## config.mk

```make
export PLATFORM = sky130hd
export DESIGN_NAME = foreground_capture_writer
export DESIGN_NICKNAME = d
export VERILOG_FILES = /design/src/rtl/foreground_capture_writer_pkg.sv /design/src/rtl/foreground_capture_writer_fifo.sv /design/src/rtl/foreground_capture_writer.sv
export SDC_FILE = /design/constraint.sdc
export NUM_CORES = 1
export LEC_CHECK = 0
export BUFFER_PORTS_ARGS = -buffer_cell sky130_fd_sc_hd__buf_2
export CAP_MARGIN = 10
export CORE_MARGIN = 4
export CORE_UTILIZATION = 40
export CTS_CLUSTER_SIZE = 40
export DETAILED_ROUTE_END_ITERATION = 8
export PLACE_DENSITY = 0.64
export SKIP_LAST_GASP = 1
export SLEW_MARGIN = 20
export SYNTH_ARGS = -nofsm -noshare
export SYNTH_HDL_FRONTEND = slang
export SYNTH_SLANG_ARGS = --single-unit
```

## constraint.sdc

```tcl
create_clock -name clk -period 5.6 [get_ports clk]
set_input_delay 0 -clock clk [delete_from_list [all_inputs] [get_ports clk]]
set_output_delay 0 -clock clk [all_outputs]
set_load 0.02 [all_outputs]
```

## src/rtl/foreground_capture_writer_pkg.sv

```systemverilog
// Shared encodings for the foreground capture path. The scale codes are also
// decoded by the foreground scale stage, so both sides import them from here.
package foreground_capture_writer_pkg;

  localparam logic [1:0] SCALE_FULL    = 2'b11;
  localparam logic [1:0] SCALE_HALF    = 2'b10;
  localparam logic [1:0] SCALE_QUARTER = 2'b01;
  localparam logic [1:0] SCALE_OFF     = 2'b00;

  typedef enum logic [1:0] {
    IDLE       = 2'd0,
    WAIT_FRAME = 2'd1,
    CAPTURE    = 2'd2
  } fg_state_e;

endpackage

```

## src/rtl/foreground_capture_writer_fifo.sv

```systemverilog
// Write buffer between the address stage and the SRAM write port.
// Besides the head entry it exposes the entry behind the head, so the
// consumer can register the next head one cycle ahead of each pop.
module fg_write_fifo #(
  parameter int WIDTH = 35,
  parameter int DEPTH = 16
) (
  input  logic                   clk,
  input  logic                   rst,
  input  logic                   push_i,
  input  logic [WIDTH-1:0]       wdata_i,
  input  logic                   pop_i,
  output logic [WIDTH-1:0]       head_o,
  output logic [WIDTH-1:0]       peek_o,
  output logic                   full_o,
  output logic                   empty_o,
  output logic [$clog2(DEPTH):0] count_o
);

  localparam int PTR_W = $clog2(DEPTH);

  logic [WIDTH-1:0] mem_q [DEPTH];
  logic [PTR_W-1:0] wr_ptr_q;
  logic [PTR_W-1:0] rd_ptr_q;
  logic [PTR_W-1:0] rd_ptr_nx;
  logic [PTR_W:0]   count_q;
  logic             do_push;
  logic             do_pop;

  // Accept/release decisions; a push into a full buffer is legal when a pop
  // frees a slot in the same cycle.
  always_comb begin
    full_o    = (count_q == (PTR_W+1)'(DEPTH));
    empty_o   = (count_q == '0);
    do_pop    = pop_i && !empty_o;
    do_push   = push_i && (!full_o || do_pop);
    rd_ptr_nx = rd_ptr_q + PTR_W'(1);
    head_o    = mem_q[rd_ptr_q];
    peek_o    = mem_q[rd_ptr_nx];
    count_o   = count_q;
  end

  // Storage array, written at the tail.
  always_ff @(posedge clk) begin
    if (do_push) begin
      mem_q[wr_ptr_q] <= wdata_i;
    end
  end

  // Pointers and occupancy; reset discards whatever was queued.
  always_ff @(posedge clk) begin
    if (rst) begin
      wr_ptr_q <= '0;
      rd_ptr_q <= '0;
      count_q  <= '0;
    end else begin
      if (do_push) begin
        wr_ptr_q <= wr_ptr_q + PTR_W'(1);
      end
      if (do_pop) begin
        rd_ptr_q <= rd_ptr_nx;
      end
      count_q <= count_q + (PTR_W+1)'(do_push) - (PTR_W+1)'(do_pop);
    end
  end

endmodule

```

## src/rtl/foreground_capture_writer.sv

```systemverilog
// Foreground framebuffer write side: decimates the incoming pixel stream to
// the pixels the scale stage can fetch, forms full-resolution word
// addresses, buffers them and issues one SRAM write per accepted request.
module foreground_capture_writer
  import foreground_capture_writer_pkg::*;
#(
  parameter int RESOLUTION_X = 800,
  parameter int RESOLUTION_Y = 600,
  parameter int PRECISION    = 10,
  parameter int ADDR_WIDTH   = 19,
  parameter int DATA_WIDTH   = 16,
  parameter int FIFO_DEPTH   = 16
) (
  input  logic                  clk,
  input  logic                  rst,
  input  logic                  capture_enable,
  input  logic [1:0]            ctrl_foreground_scale,
  input  logic                  in_valid,
  input  logic [PRECISION-1:0]  pixel_x,
  input  logic [PRECISION-1:0]  pixel_y,
  input  logic [DATA_WIDTH-1:0] in_pixel,
  output logic                  mem_write_req,
  output logic [ADDR_WIDTH-1:0] mem_write_addr,
  output logic [DATA_WIDTH-1:0] mem_write_data,
  input  logic                  mem_write_ack,
  output logic                  capturing,
  output logic                  frame_done,
  output logic                  overflow
);

  localparam int ENTRY_W = ADDR_WIDTH + DATA_WIDTH;
  localparam int CNT_W   = $clog2(FIFO_DEPTH) + 1;

  localparam logic [PRECISION:0]    RES_X_EXT   = (PRECISION+1)'(RESOLUTION_X);
  localparam logic [PRECISION:0]    RES_Y_EXT   = (PRECISION+1)'(RESOLUTION_Y);
  localparam logic [PRECISION-1:0]  LAST_X      = PRECISION'(RESOLUTION_X - 1);
  localparam logic [PRECISION-1:0]  LAST_Y      = PRECISION'(RESOLUTION_Y - 1);
  localparam logic [ADDR_WIDTH-1:0] LINE_STRIDE = ADDR_WIDTH'(RESOLUTION_X);

  // Decimation rule: the scale stage only ever fetches these pixels.
  function automatic logic scale_keep(input logic [1:0] scale,
                                      input logic [1:0] x_lsb,
                                      input logic [1:0] y_lsb);
    case (scale)
      SCALE_FULL:    return 1'b1;
      SCALE_HALF:    return (x_lsb[0] == 1'b0) && (y_lsb[0] == 1'b0);
      SCALE_QUARTER: return (x_lsb == 2'b00) && (y_lsb == 2'b00);
      default:       return 1'b0;
    endcase
  endfunction

  fg_state_e               state_q;
  fg_state_e               state_d;
  logic [1:0]              scale_lat_q;
  logic                    capturing_q;
  logic                    frame_done_q;

  logic                    scale_ok;
  logic                    frame_start;
  logic                    enter_cap;
  logic                    stay_cap;
  logic                    proc_p0;
  logic                    in_range_p0;
  logic                    keep_p0;
  logic                    last_p0;
  logic [ADDR_WIDTH-1:0]   addr_p0;

  logic                    vld_p1_q;
  logic                    last_p1_q;
  logic [ADDR_WIDTH-1:0]   addr_p1_q;
  logic [DATA_WIDTH-1:0]   data_p1_q;

  logic                    fifo_push;
  logic                    fifo_pop;
  logic                    fifo_full;
  logic                    fifo_empty;
  logic [CNT_W-1:0]        fifo_count;
  logic [CNT_W-1:0]        count_nx;
  logic [ENTRY_W-1:0]      fifo_head;
  logic [ENTRY_W-1:0]      fifo_peek;
  logic [ENTRY_W-1:0]      entry_p1;
  logic [ENTRY_W-1:0]      head_nx;
  logic                    drop_p1;

  logic                    req_q;
  logic [ADDR_WIDTH-1:0]   addr_q;
  logic [DATA_WIDTH-1:0]   data_q;
  logic                    overflow_q;

  // Stage 0: frame tracking, keep decision and address formation.
  // A pixel is only processed while the scale matches the one latched at
  // frame start, or on the (0,0) pixel that opens the frame.
  always_comb begin
    scale_ok    = capture_enable && (ctrl_foreground_scale != SCALE_OFF);
    frame_start = in_valid && (pixel_x == '0) && (pixel_y == '0);
    enter_cap   = (state_q == WAIT_FRAME) && scale_ok && frame_start;
    stay_cap    = (state_q == CAPTURE) && scale_ok &&
                  (ctrl_foreground_scale == scale_lat_q);
    proc_p0     = in_valid && (enter_cap || stay_cap);
    in_range_p0 = ({1'b0, pixel_x} < RES_X_EXT) && ({1'b0, pixel_y} < RES_Y_EXT);
    keep_p0     = proc_p0 && in_range_p0 &&
                  scale_keep(ctrl_foreground_scale, pixel_x[1:0], pixel_y[1:0]);
    last_p0     = proc_p0 && (pixel_x == LAST_X) && (pixel_y == LAST_Y);
    addr_p0     = ADDR_WIDTH'(pixel_y) * LINE_STRIDE + ADDR_WIDTH'(pixel_x);
  end

  // Next-state decode for the capture FSM.
  always_comb begin
    state_d = state_q;
    case (state_q)
      IDLE: begin
        if (scale_ok) state_d = WAIT_FRAME;
      end
      WAIT_FRAME: begin
        if (!scale_ok)        state_d = IDLE;
        else if (frame_start) state_d = CAPTURE;
      end
      CAPTURE: begin
        if (!scale_ok)                                  state_d = IDLE;
        else if (ctrl_foreground_scale != scale_lat_q)  state_d = WAIT_FRAME;
      end
      default: state_d = IDLE;
    endcase
  end

  // Capture FSM with registered status outputs.
  always_ff @(posedge clk) begin
    if (rst) begin
      state_q      <= IDLE;
      scale_lat_q  <= SCALE_OFF;
      capturing_q  <= 1'b0;
      frame_done_q <= 1'b0;
    end else begin
      state_q      <= state_d;
      if (enter_cap) begin
        scale_lat_q <= ctrl_foreground_scale;
      end
      capturing_q  <= (state_d == CAPTURE);
      frame_done_q <= last_p1_q;
    end
  end

  // Stage 1: control qualifiers for the entry about to be enqueued.
  always_ff @(posedge clk) begin
    if (rst) begin
      vld_p1_q  <= 1'b0;
      last_p1_q <= 1'b0;
    end else begin
      vld_p1_q  <= keep_p0;
      last_p1_q <= last_p0;
    end
  end

  // Stage 1 payload; only meaningful when vld_p1_q is set.
  always_ff @(posedge clk) begin
    if (keep_p0) begin
      addr_p1_q <= addr_p0;
      data_p1_q <= in_pixel;
    end
  end

  fg_write_fifo #(
    .WIDTH (ENTRY_W),
    .DEPTH (FIFO_DEPTH)
  ) u_fifo (
    .clk     (clk),
    .rst     (rst),
    .push_i  (fifo_push),
    .wdata_i (entry_p1),
    .pop_i   (fifo_pop),
    .head_o  (fifo_head),
    .peek_o  (fifo_peek),
    .full_o  (fifo_full),
    .empty_o (fifo_empty),
    .count_o (fifo_count)
  );

  // Stage 2: push/pop and lookahead of the head the write port shows next.
  // The presented request mirrors the FIFO head, so the entry stays queued
  // until acked and the registered copy is refreshed from the post-pop head.
  always_comb begin
    entry_p1  = {addr_p1_q, data_p1_q};
    fifo_pop  = req_q && mem_write_ack && !fifo_empty;
    fifo_push = vld_p1_q && (!fifo_full || fifo_pop);
    drop_p1   = vld_p1_q && fifo_full && !fifo_pop;
    count_nx  = fifo_count + CNT_W'(fifo_push) - CNT_W'(fifo_pop);
    if (fifo_pop) begin
      head_nx = (fifo_count >= CNT_W'(2)) ? fifo_peek : entry_p1;
    end else begin
      head_nx = (fifo_count != '0) ? fifo_head : entry_p1;
    end
  end

  // Write-port registers and sticky overflow flag.
  always_ff @(posedge clk) begin
    if (rst) begin
      req_q      <= 1'b0;
      addr_q     <= '0;
      data_q     <= '0;
      overflow_q <= 1'b0;
    end else begin
      req_q <= (count_nx != '0);
      if (count_nx != '0) begin
        addr_q <= head_nx[ENTRY_W-1:DATA_WIDTH];
        data_q <= head_nx[DATA_WIDTH-1:0];
      end
      if (drop_p1) begin
        overflow_q <= 1'b1;
      end
    end
  end

  assign mem_write_req  = req_q;
  assign mem_write_addr = addr_q;
  assign mem_write_data = data_q;
  assign capturing      = capturing_q;
  assign frame_done     = frame_done_q;
  assign overflow       = overflow_q;

endmodule

```

==> out/results.md <==
### Yosys
- 657 — register bit total from synthesis
- 0.0113 — fraction of synthesized cell area in xor and xnor cells
- 1707 — Mapped Nets
- 43 — library cells used by synthesis
- 0.258 — mux share of post-synthesis cell area
- multiplexers — largest family of logic cells by synthesized area
- 0.0331 — Post-Synth Simple-Gate Area
- edfxtp_1 — primary flip-flop cell chosen by synthesis mapping
- 0.0206 — fraction of the mapped netlist area in compound gates
- 0 — share of flip-flops with an asynchronous set or reset
- 0.621 — sequential fraction of the synthesis area
- 0.0312 — adder-cell area share of the yosys netlist
- 0 — Yosys warning count
- 1592 — number of standard cells after synthesis
- 19.3 sq um — Mean Syn Cell Area
- 595 — number of enable flip-flop cells after synthesis
- 30800 sq um — synthesized area

### Detailed routing
- 6.04 — vias per inst
- 78400 um — total wire length
- 0 — DRC violations left
- 1892 — First DRT Iteration DRCs
- met4 — top layer used by detailed routing
- 31000 um — detailed-routing wirelength on met1
- 17.0k — total number of vias
- 27.8 um — Avg WL per Cell
- 39100 um — total met2 wirelength after detailed routing
- 6390 um — amount of wire on met3 after detailed routing
- 0 — number of antenna-violating nets in the routed design
- 5 — router iterations before antenna repair

### Setup path
- 1.71 ns — internal reg-to-reg setup slack
- flop to flop — kind of critical path
- 0.75 ns — stage delay of the slowest cell on the critical path
- 4.34 ns — Data arrival, critical path
- flop — element type at the critical path end
- 6.05 ns — worst path required time
- buf_4 — cell with the biggest individual delay on the critical path
- simple AND/OR/NAND/NOR gates — family of cells with the greatest summed delay on the critical path
- flop — CP startpoint kind
- u_fifo.count_o[3] — launch instance of the worst register-to-register path
- 18 — worst reg-to-reg path cell count
- 4 — sum of buffers and inverters on the critical path
- 71 — maximum fanout along the worst path
- mem_write_addr[16] — endpoint of the worst register-to-register path
- inv_1, ha_1, nand2b_1, nor3_2, nor2_1, ha_1, inv_1, ha_1, inv_1, fa_1, nor2_1, nor2_1, o21bai_1, xnor2_1, nor3_4, buf_4, or3_1, a21oi_1 — cell-by-cell listing of the critical path

### Die
- 101 — row count
- 0.405 — effective utilization at floorplan
- 76100 sq um — Core Footprint
- 285 um — floorplan die width
- 285 um — vertical extent of the die
- 82 — number of placed I/O pins
- 81400 sq um — Die ar.

### Clocking
- 72 — clock buffers created by TritonCTS
- clkbuf_16 — clock tree root driver cell
- done — clock tree from TritonCTS
- 3 — deepest level of the CTS H-tree
- 3 — number of buffers between clock root and the deepest sink
- 0.06 ns — clock transition at the registers of the reported paths
- 0 — cells resized by post-CTS repair
- 0.62 ns — latest clock arrival within the worst-skew pair
- 657 — clock sinks

### Worst hold path
- addr_p1_q[8] — Hold Path Sink
- pixel_y[2] — start point of the worst min-delay path
- input pin to flop — path category of the worst min-delay check
- 4 — instance count along the most critical hold path

### Timing
- 0.275 — worst-case headroom to the max-slew limit
- 0 — setup violation total in the final timing report
- 0.257 GHz — highest clock frequency the design can meet
- 0.0255 ns — worst-case clock skew
- 0 — fin. max-slew vios
- 0 — hold violation count in the final report
- 3.89 ns — Min Clock Period, post-route
- 0.695 — portion of the clock cycle consumed by the worst path in the final layout
- no — RSZ-0062 raised after global routing
- 1.09 ns — Slew @ Worst Pin
- 0 ns — summed negative setup slack over all endpoints

### GRT
- 1 — antenna violations before repair
- 117000 um — global-route wire length before repair
- 72 — pin count of the biggest net entering global routing
- 17.7k — via count of the first global-routing pass
- 0.194 — Total Routing Usage GR
- 0 — grt total ovfl

### Power
- 0.297 — logic gate share of total power
- 0.375 — register share of total power
- 4.48 mW — power spent charging and discharging nets
- 0.297 — Sw Share
- 11.2 nW — static power due to leakage
- 0.329 — portion of total power attributed to the clock network
- 426 nW/um^2 — Power Dens Cells
- 0.484 mV — maximum vdd drop
- 10.6 mW — internal power of the cells

### Place
- 81 — input/output buffers
- 2647 — number of placed cells counting well taps
- 43600 um — placed wire-length estimate after detailed placement
- 0.787 — last weighted congestion value of the routability-driven placer

### Final layout
- 0.344 — share of post-route cells with drive strength above 1
- 2816 — final std cells w/o fill
- edfxtp_1 (595), mux4_2 (347), buf_2 (81) — most frequent cells in the layout
- 11100 sq um — Multi-input gate area
- 19100 sq um — sequential cell area
- 15.0% — Area Overhead vs Synth
- 0 — antenna diode count
- 6397 — number of fill cells
- 1842 — number of nets at the end of the flow
- edfxtp_1 — leading cell type in the layout, fill and taps excluded

### Flow run
- 0 — max-capacitance violation count

### Run status
- completed — run status

==> timing repair <==
item | CTS | global route
buffers inserted | 0 | 0
hold buffers | 35 | 0
endpoints found under the hold margin | 31 | 0
setup endpoints to repair | 0 | 0
==> cell type report <==
cell class / count / area share
clock buffer: 95 / 0.0559
tap: 1030 / 0.0364
timing repair buffer: 166 / 0.0350
multi-input combinational: 787 / 0.313
sequential: 657 / 0.541
inverter: 43 / 0.00456
clock inverter: 38 / 0.0145
==> cell usage after synthesis (6+ instances only) <==
| library cell | instances | area [sq um] |
|---|---|---|
| xnor2_1 | 16 | 140 |
| edfxtp_1 | 595 | 17900 |
| buf_2 | 36 | 180 |
| a21o_1 | 6 | 45.0 |
| a21oi_1 | 48 | 240 |
| nand2_1 | 50 | 188 |
| inv_1 | 43 | 161 |
| xor2_1 | 16 | 140 |
| fa_1 | 8 | 160 |
| nor2_1 | 84 | 315 |
| buf_1 | 6 | 22.5 |
| or3_1 | 38 | 238 |
| o22ai_1 | 36 | 225 |
| buf_6 | 20 | 225 |
| clkbuf_1 | 37 | 139 |
| nand3_1 | 8 | 40.0 |
| ha_1 | 64 | 801 |
| dfxtp_1 | 62 | 1240 |
| buf_4 | 6 | 45.0 |
| o21ai_0 | 8 | 40.0 |
| nor3_1 | 11 | 55.1 |
| mux4_2 | 347 | 7820 |
==> how the worst max path moves through the flow <==
stage	from	to	slack, ns	cells past startpoint
after floorplan	u_fifo.count_o[2]	u_fifo.mem_q[3][0]	1.17	7
after global placement	u_fifo.count_o[3]	mem_write_addr[12]	1.76	18
after detailed placement	u_fifo.count_o[3]	mem_write_data[0]	1.68	18
after CTS	u_fifo.count_o[3]	mem_write_data[0]	1.67	18
after global routing	u_fifo.count_o[3]	mem_write_addr[18]	1.33	18
final	u_fifo.count_o[3]	mem_write_addr[16]	1.71	18
==> state kept, by name, summed over array words and instances, names as in the netlist, 4 cells and up, named ones only <==
register	count
u_fifo.mem_q	560
mem_write_addr	19
mem_write_data	16
addr_p1_q	19
u_fifo.count_o	5
data_p1_q	16
u_fifo.rd_ptr_q	4
u_fifo.wr_ptr_q	4
==> cells by family after synthesis <==
group,Yosys count
xor gates and xnor gates,35
DFF,657
muxes,354
adders and majority gates,72
AOI/OAI and AO/OA,108
and+or+nand+nor,218
buffers and inverters,148
==> metrics by stage <==
| stage | hold slack [ns] | power, mW | util | instance area, sq um | setup WS, ns |
|---|---|---|---|---|---|
| 2_1_floorplan | 0.0989 | 9.06 | - | 30800 | 1.17 |
| 3_3_place_gp | 0.176 | 10.2 | 0.427 | 32500 | 1.76 |
| 3_5_place_dp | 0.178 | 10.2 | 0.427 | 32500 | 1.68 |
| 4_1_cts | 0.0398 | 15.2 | 0.465 | 35400 | 1.67 |
| 5_1_grt | 0.0649 | 15.8 | 0.465 | 35400 | 1.33 |
| 6_report | 0.0691 | 15.1 | 0.465 | 35400 | 1.71 |
==> worst register-to-register path, cell delays in order (launching register included) <==
cell and delay, ns:
dfxtp_1 0.30, inv_1 0.12, ha_1 0.17, nand2b_1 0.14
nor3_2 0.31, nor2_1 0.08, ha_1 0.28, inv_1 0.06
ha_1 0.16, inv_1 0.06, fa_1 0.42, nor2_1 0.10
nor2_1 0.05, o21bai_1 0.15, xnor2_1 0.11, nor3_4 0.16
buf_4 0.75, or3_1 0.27, a21oi_1 0.06
==> power by group through the flow <==
stage / clock network (mW) / registers, mW / logic (mW)
2_1_floorplan: 0 / 5.73 / 3.33
4_1_cts: 5.04 / 5.67 / 4.51
5_1_grt: 5.25 / 5.68 / 4.83
3_5_place_dp: 0 / 5.78 / 4.47
3_3_place_gp: 0 / 5.77 / 4.44
6_report: 4.96 / 5.65 / 4.47
==> routing by layer <==
metal,track usage,vias up
met4,0.0519,0
met5,0,-
met2,0.326,834
met1,0.262,9102
met3,0.0369,133
li1,-,6947
Power figures use the tool's default switching activity.
